File: src/rtl/wallace_mult_pipe_if.sv
// wallace_mult_pipe_if: operand/result handshake bundle for wallace_mult_pipe
//   in_valid/in_ready, in_a, in_b, in_signed, in_tag : operand transaction
//   out_valid/out_ready, out_prod, out_tag             : result transaction
//   master = producer/consumer side, slave = multiplier side
interface wallace_mult_pipe_if #(
    parameter int WIDTH = 8,
    parameter int TAG_W = 4
);
    logic               in_valid;
    logic               in_ready;
    logic [WIDTH-1:0]   in_a;
    logic [WIDTH-1:0]   in_b;
    logic               in_signed;
    logic [TAG_W-1:0]   in_tag;
    logic               out_valid;
    logic               out_ready;
    logic [2*WIDTH-1:0] out_prod;
    logic [TAG_W-1:0]   out_tag;
    modport master (
        output in_valid, in_a, in_b, in_signed, in_tag, out_ready,
        input  in_ready, out_valid, out_prod, out_tag
    );
    modport slave (
        input  in_valid, in_a, in_b, in_signed, in_tag, out_ready,
        output in_ready, out_valid, out_prod, out_tag
    );
endinterface

File: src/rtl/wallace_mult_pipe.sv
// wallace_mult_pipe: 3-stage pipelined Wallace-tree multiplier, signed/unsigned per transaction
//   clk, rst : clock, synchronous active-high reset
//   bus      : wallace_mult_pipe_if.slave (operands + tag in, product + tag out, valid/ready both sides)
module wallace_mult_pipe #(
    parameter int WIDTH = 8,
    parameter int TAG_W = 4
) (
    input  logic                clk,
    input  logic                rst,
    wallace_mult_pipe_if.slave  bus
);
    localparam int PW = 2 * WIDTH;
    localparam int ROWS = WIDTH + 1;
    // 3:2 reduction levels needed to bring 33 rows (WIDTH=32) down to 2
    localparam int LEVELS = 8;
    logic v1, v2, v3, advance;
    logic [WIDTH-1:0] a1, b1;
    logic sg1;
    logic [TAG_W-1:0] t1, t2, tag;
    logic [PW-1:0] row_s, row_c, sum2, car2, prod;
    assign advance = !v3 || bus.out_ready;
    assign bus.in_ready = advance;
    assign bus.out_valid = v3;
    assign bus.out_prod = prod;
    assign bus.out_tag = tag;
    // Baugh-Wooley: in signed mode invert partial products touching exactly one sign bit,
    // and add constant ones at columns WIDTH and 2*WIDTH-1 (extra row).
    // Rows are then reduced in groups of three with full adders until two remain.
    always_comb begin
        logic [PW-1:0] r [ROWS];
        logic [PW-1:0] s, c;
        int n, g;
        s = '0;
        c = '0;
        for (int i = 0; i < ROWS; i++) r[i] = '0;
        for (int i = 0; i < WIDTH; i++)
            for (int j = 0; j < WIDTH; j++)
                r[i][i+j] = (a1[j] & b1[i]) ^ (sg1 & ((i == WIDTH-1) != (j == WIDTH-1)));
        r[WIDTH][WIDTH] = sg1;
        r[WIDTH][PW-1] = sg1;
        n = ROWS;
        for (int l = 0; l < LEVELS; l++) begin
            g = n / 3;
            for (int k = 0; k < ROWS / 3; k++)
                if (k < g) begin
                    s = r[3*k] ^ r[3*k+1] ^ r[3*k+2];
                    c = ((r[3*k] & r[3*k+1]) | (r[3*k] & r[3*k+2]) | (r[3*k+1] & r[3*k+2])) << 1;
                    r[2*k] = s;
                    r[2*k+1] = c;
                end
            for (int m = 0; m < ROWS; m++)
                if (m < n - 3*g) r[2*g+m] = r[3*g+m];
            n = n - g;
        end
        row_s = r[0];
        row_c = r[1];
    end
    // Global enable: every stage shifts together or holds together; data regs load only with valid
    always_ff @(posedge clk) begin
        if (rst) begin
            v1 <= 1'b0;
            v2 <= 1'b0;
            v3 <= 1'b0;
            prod <= '0;
            tag <= '0;
        end else if (advance) begin
            v1 <= bus.in_valid;
            v2 <= v1;
            v3 <= v2;
            if (bus.in_valid) begin
                a1 <= bus.in_a;
                b1 <= bus.in_b;
                sg1 <= bus.in_signed;
                t1 <= bus.in_tag;
            end
            if (v1) begin
                sum2 <= row_s;
                car2 <= row_c;
                t2 <= t1;
            end
            if (v2) begin
                prod <= sum2 + car2;
                tag <= t2;
            end
        end
    end
endmodule
File: src/flat_wrapper.sv
// flat-port wrapper written by rule: the top's interface ports become plain ports
module wallace_mult_pipe_flat 
#(
    parameter int WIDTH = 8,
    parameter int TAG_W = 4
)
  (clk, rst, bus_in_valid, bus_in_a, bus_in_b, bus_in_signed, bus_in_tag, bus_out_ready, bus_in_ready, bus_out_valid, bus_out_prod, bus_out_tag);
  wallace_mult_pipe_if #(.WIDTH(WIDTH), .TAG_W(TAG_W)) bus_i ();
  input  logic clk;
  input  logic rst;
  input wire logic [$bits(bus_i.in_valid)-1:0] bus_in_valid;
  input wire logic [$bits(bus_i.in_a)-1:0] bus_in_a;
  input wire logic [$bits(bus_i.in_b)-1:0] bus_in_b;
  input wire logic [$bits(bus_i.in_signed)-1:0] bus_in_signed;
  input wire logic [$bits(bus_i.in_tag)-1:0] bus_in_tag;
  input wire logic [$bits(bus_i.out_ready)-1:0] bus_out_ready;
  output wire logic [$bits(bus_i.in_ready)-1:0] bus_in_ready;
  output wire logic [$bits(bus_i.out_valid)-1:0] bus_out_valid;
  output wire logic [$bits(bus_i.out_prod)-1:0] bus_out_prod;
  output wire logic [$bits(bus_i.out_tag)-1:0] bus_out_tag;
  assign bus_i.in_valid = bus_in_valid;
  assign bus_i.in_a = bus_in_a;
  assign bus_i.in_b = bus_in_b;
  assign bus_i.in_signed = bus_in_signed;
  assign bus_i.in_tag = bus_in_tag;
  assign bus_i.out_ready = bus_out_ready;
  assign bus_in_ready = bus_i.in_ready;
  assign bus_out_valid = bus_i.out_valid;
  assign bus_out_prod = bus_i.out_prod;
  assign bus_out_tag = bus_i.out_tag;
  wallace_mult_pipe #(.WIDTH(WIDTH), .TAG_W(TAG_W)) u_core (.clk(clk), .rst(rst), .bus(bus_i));
endmodule
File: config.mk
export PLATFORM = sky130hd
export DESIGN_NAME = wallace_mult_pipe_flat
export DESIGN_NICKNAME = d
export VERILOG_FILES = /design/src/rtl/wallace_mult_pipe_if.sv /design/src/rtl/wallace_mult_pipe.sv /design/src/flat_wrapper.sv
export SDC_FILE = /design/constraint.sdc
export NUM_CORES = 1
export LEC_CHECK = 0
export ABC_AREA = 1
export CAP_MARGIN = 40
export CELL_PAD_IN_SITES_DETAIL_PLACEMENT = 1
export CELL_PAD_IN_SITES_GLOBAL_PLACEMENT = 1
export CORE_ASPECT_RATIO = 0.5
export CORE_MARGIN = 4
export CORE_UTILIZATION = 45
export DETAILED_ROUTE_END_ITERATION = 12
export PLACE_DENSITY_LB_ADDON = 0.1
export SKIP_CTS_REPAIR_TIMING = 1
export SLEW_MARGIN = 20
export SYNTH_ARGS = -nofsm -noshare
export SYNTH_HDL_FRONTEND = slang
export SYNTH_SLANG_ARGS = --single-unit
File: constraint.sdc
create_clock -name clk -period 3.7 [get_ports clk]
set_input_delay 0.555 -clock clk [delete_from_list [all_inputs] [get_ports clk]]
set_output_delay 0.555 -clock clk [all_outputs]
set_load 0.01 [all_outputs]
; ---- After elaboration in Yosys (flattened, before gate mapping)
; Index checks and enable logic that the tools add are counted.
[op_classes]
n_eq_ne = 0
mux = 0
n_bitwise = 128
n_reduce_logical = 5
div = 0
mul = 0
magnitude_cmp = 0
shift = 0
add_sub_neg = 1
[op_table]
columns = operator, n
row1 = $and 15x15->15, 11
row2 = $or 15x15->15, 11
row3 = $xor 16x16->16, 6
row4 = $and 1x1->1, 64
row5 = $add 16x16->16, 1
row6 = $xor 10x16->16, 1
row7 = $xor 15x16->16, 1
row8 = $xor 16x13->16, 1
row9 = $and 14x15->15, 1
row10 = $and 15x13->15, 1
row11 = $and 15x9->15, 1
row12 = $or 12x15->15, 1
row13 = $or 15x10->15, 1
row14 = $or 15x13->15, 1
row15 = $xor 14x15->15, 1
row16 = $and 14x9->14, 1
row17 = $xor 1x1->1, 14
row18 = $and 11x13->13, 1
row19 = $and 12x13->13, 1
row20 = $xor 12x13->13, 1
row21 = $and 11x12->12, 1
row22 = $xor 11x12->12, 1
row23 = $and 8x10->10, 1
row24 = $and 9x10->10, 1
row25 = other kinds (8), 9
[word_totals]
latch_bits = 0
wordCells = 146
reg_bits = 79
mem_bits_rw = 0
mem_count = 0
output_inout_bits = 22
inputBits = 25
mem_bits_ro = 0

; ---- Depth between registers and ports, before layout
[logic_depth]
word_depth = 14
ltp_mapped = 11
ltp_nobuf = 11

; ---- Worst setup path before layout
; Ideal clock, no wire load.
[synth_timing]
path_type = register -> register
startpoint = register u_core.sg1
endpoint = register u_core.sum2[7], data pin
path_stages_with_launch = 9
required_ns = 3.431
period_less_slack_ns = 3.038
path_slack_ns = 0.662
n_path_buf = 2
setup_ns = 0.269
t_arrival_ns = 2.769
path_cell_list = edfxtp_1 -> buf_2 -> buf_4 -> xor2_1 -> fa_1 -> fa_1 -> inv_1 -> fa_1 -> fa_1
[synth_between]
elab_chain_cells = 9
elab_cells_between_ends = 14
classes_between = bitwise: 14
[synth_rtl]
columns = item, line_no
row1 = "start, declared", wallace_mult_pipe.sv:18  ; logic sg1;
row2 = "start signal, assigned", wallace_mult_pipe.sv:73  ; sg1 <= bus.in_signed;
row3 = $xor 1x1->1, wallace_mult_pipe.sv:38  ; r[i][i+j] = (a1[j] & b1[i]) ^ (sg1 & ((i == WIDTH-1) != (j == WIDTH-1)));
row4 = $xor 8x9->9, wallace_mult_pipe.sv:46  ; s = r[3*k] ^ r[3*k+1] ^ r[3*k+2];
row5 = $xor 9x10->10, wallace_mult_pipe.sv:46
row6 = $xor 10x16->16, wallace_mult_pipe.sv:46
row7 = $xor 16x13->16, wallace_mult_pipe.sv:46
row8 = $xor 16x16->16, wallace_mult_pipe.sv:46
row9 = $xor 16x16->16 (*) (3 in a row), wallace_mult_pipe.sv:46
row10 = via u_core.row_s[7], wallace_mult_pipe.sv:20  ; logic [PW-1:0] row_s, row_c, sum2, car2, prod;
row11 = "end signal, assigned", wallace_mult_pipe.sv:77  ; sum2 <= row_s;
row12 = "end, declared", wallace_mult_pipe.sv:20
; Mark *: on every way through the listed nets, which the timed path passes. The rest lies on a longest branch.
; A chain may end at the register's enable or synchronous reset.

; ---- Worst setup path in the final report
[layout_timing]
startpoint = register u_core.b1[5]
endpoint = register u_core.sum2[7], data pin
[layout_between]
elab_chain_cells = 11
elab_cells_between_ends = 28
classes_between = bitwise: 28
[layout_rtl]
columns = item, line_no
row1 = "start, declared", wallace_mult_pipe.sv:17  ; logic [WIDTH-1:0] a1, b1;
row2 = "start signal, assigned", wallace_mult_pipe.sv:72  ; b1 <= bus.in_b;
row3 = $and 1x1->1, wallace_mult_pipe.sv:38
row4 = $and 11x13->13, wallace_mult_pipe.sv:47  ; c = ((r[3*k] & r[3*k+1]) | (r[3*k] & r[3*k+2]) | (r[3*k+1] & r[3*k+2])) << 1;
row5 = $or 12x15->15, wallace_mult_pipe.sv:47
row6 = $or 15x13->15, wallace_mult_pipe.sv:47
row7 = $xor 16x16->16 (2 in a row), wallace_mult_pipe.sv:46
row8 = $and 15x15->15, wallace_mult_pipe.sv:47
row9 = $or 15x15->15 (2 in a row), wallace_mult_pipe.sv:47
row10 = $xor 16x16->16, wallace_mult_pipe.sv:46
row11 = $xor 16x16->16 (*), wallace_mult_pipe.sv:46
row12 = via u_core.row_s[7], wallace_mult_pipe.sv:20
; Marks and branches as above.

==> run_results.csv <==
group,metric,value,unit
clock_tree,clock_latency,0.35,ns
finish,final-seq-area,2020,um^2
placement,dp_cells,679,
routing,drc,0,
worst_setup_path,crit_path_start_kind,"flop",
power_and_ir_drop,power_density,413,nW/um^2
worst_setup_path,cp_slowest_cell,"fa_1",
placement,gp_congestion,0.833,
worst_setup_path,required,3.78,ns
grt,grt_max_degree,32,
synth,ys_types,28,
timing,setup_viol,0,
finish,design_area,5750,um^2
routing,drtIter0Drc,142,
timing,fin_crit,3.12,ns
placement,dpl.hpwl,8120,um
floorplanning,ios,47,
routing,via_per_inst,4.72,
run_status,status,"finished clean",
routing,wire_per_inst,14.8,um
power_and_ir_drop,cellLeakagePower,2.79,nW
finish,multi_input_area,2340,um^2
timing,rsz0062_at_grt,"no",
worst_setup_path,path_max_fanout,8,
worst_setup_path,arrival,3.20,ns
finish,drive_gt1_share,10.1,%
placement,dpl-instance-area,5470,um^2
timing,slew_headroom,56.1,%
clock_tree,root_buffer,"clkbuf_16",
floorplanning,start_util,47.1,%
finish,mostFrequentLayoutCell,"nand2_1",
synth,synth_nets,608,
worst_setup_path,cpMostUsedCell,"fa_1",
finish,instances_no_fill,695,
worst_setup_path,end_kind,"flop",
finish,diodes,0,
clock_tree,htreeDepth,3,
finish,area_growth,16.9,%
finish,layout.nets,646,
timing,clock-skew-final,0.00862,ns
clock_tree,clockBufferDepth,2,
worst_hold_path,hold_class,"reg -> reg",
timing,hold_viol,0,
floorplanning,rows,26,
clock_tree,clkTransAtPathRegs,0.07,ns
grt,antenna_found_initial,0,
clock_tree,clock_sinks,75,
floorplanning,die_h,82.0,um
timing,worstMarginPinSlew,0.656,ns
timing,slew_viol_final,0,
worst_setup_path,crit_chain,"nand2_1, inv_1, fa_1, inv_1, fa_1, inv_1, fa_1, fa_1",
grt,grt_pass1_vias,3476,
routing,wl,10300,um
floorplanning,chipWidth,156,um
grt,grt_pass1_wl,17400,um
worst_setup_path,path_class,"reg -> reg",
power_and_ir_drop,ir_drop,0.000318,V
synth,yosysSeqAreaShare,41.1,%
grt,track_usage,17.8,%
finish,fin_util,55.1,%
routing,drtPass1Iterations,4,
finish,final_cell_mix,"nand2_1, inv_1, edfxtp_1",
run,cap_viol_max_count,0,
synth,syn_avg_cell_area,9.61,um^2
power_and_ir_drop,finalPower,2.37,mW
routing,vias,3282,
clock_tree,numCtsBuffers,9,
synth,synth_seq_cells,75,
routing,ant_nets,0,
synth,synth.cell_area,4920,um^2
timing,fin_crit_sh,84.2,%
floorplanning,core,10400,um^2
timing,fmax,321,MHz
clock_tree,cts_tree,"built",
finish,nFillCells,1187,
synth,ys_warn_count,0,
placement,portBuffers,46,
grt,grt-ovfl-total,0,
worst_setup_path,cpPeakStageDelay,0.54,ns
synth,syn_inst,512,
timing,tns,0,ns
floorplanning,dieArea,12800,um^2
worst max-delay path, delay by kind of cell, from the launching register on:
kind          cells  cell delay, ns
flops             1            0.51
fa+ha+maj         4            2.04
buf+inv           3            0.18
simple gates      1            0.12
synthesized netlist by cell type:
cell      instances  area, um^2
nand2_1         122         458
inv_1           110         413
edfxtp_1         52        1560
fa_1             38         761
ha_1             33         413
nor2_1           28         105
dfxtp_1          23         460
xor2_1           18         158
clkbuf_1         15        56.3
nand3_1          14        70.1
a21oi_2          11        96.3
nand2_4           9         101
a21oi_1           8        40.0
buf_2             6        30.0
inv_2             4        15.0
o21ai_1           3        15.0
a211oi_2          2        25.0
buf_6             2        22.5
nand4_1           2        12.5
nor2_2            2        12.5
nor2_4            2        22.5
o21ai_0           2        10.0
a21o_1            1        7.51
buf_12            1        20.0
buf_4             1        7.51
nand3_2           1        10.0
o21bai_1          1        7.51
o21bai_2          1        11.3
worst paths after layout:
| check | startpoint | endpoint | slack, ns | depth (start not counted) |
|---|---|---|---|---|
| worst max register to register | u_core.b1[5]$_DFFE_PP_ | u_core.sum2[7]$_DFFE_PP_ | 0.58 | 8 |
| worst min-delay path | u_core.t1[2]$_DFFE_PP_ | u_core.t2[2]$_DFFE_PP_ | 0.43 | 0 |
| worst min register to register | u_core.t1[2]$_DFFE_PP_ | u_core.t2[2]$_DFFE_PP_ | 0.43 | 0 |
| worst max-delay path | u_core.b1[5]$_DFFE_PP_ | u_core.sum2[7]$_DFFE_PP_ | 0.58 | 8 |
routing by layer:
layer / global-route usage [%] / vias up / routed length, um
li1: - / 1623 / -
met1: 24.1 / 1576 / 5000
met2: 29.1 / 73 / 4550
met3: 4.37 / 10 / 603
met4: 4.72 / 0 / 122
met5: 0 / - / 0
stage by stage:
stage	hold WS (ns)	setup slack [ns]
after global routing	0.429	0.451
after global placement	0.406	0.640
after floorplan	0.400	0.662
after CTS	0.428	0.568
after detailed placement	0.417	0.561
final	0.426	0.584
cells by family (layout without fill, tap and decap cells):
| logic type | after synthesis | in the layout | synth area share, % |
|---|---|---|---|
| and+or+nand+nor | 180 | 180 | 16.1 |
| buffers and inverters | 139 | 182 | 11.5 |
| DFF | 75 | 75 | 41.1 |
| adders and majority gates | 71 | 71 | 23.8 |
| AOI/OAI and AO/OA | 29 | 29 | 4.32 |
| xor gates and xnor gates | 18 | 18 | 3.20 |
report_power, final:
part | leakage, nW | total, mW | switching (mW) | internal (mW)
clock network | 0.139 | 0.850 | 0.385 | 0.465
registers | 0.680 | 1.01 | 0.0335 | 0.974
logic | 1.97 | 0.517 | 0.293 | 0.224
registers in the layout, summed over array words and instances (netlist names):
name                  count
u_core.t1                 4
u_core.v2                 1
u_core.a1                 8
u_core.sum2              16
u_core.bus.out_tag        4
u_core.v1                 1
u_core.sg1                1
u_core.bus.out_valid      1
u_core.car2              11
u_core.b1                 8
u_core.t2                 4
u_core.bus.out_prod      16
cell type report:
cell class | count | share of cell area, %
inverters | 114 | 7.44
clock buffers | 9 | 3.91
well taps | 140 | 3.04
clock inverters | 7 | 1.00
repair buffers | 52 | 8.78
multi-input cells | 298 | 40.7
flip-flops and latches | 75 | 35.1
(Power assumes the default switching activity.)
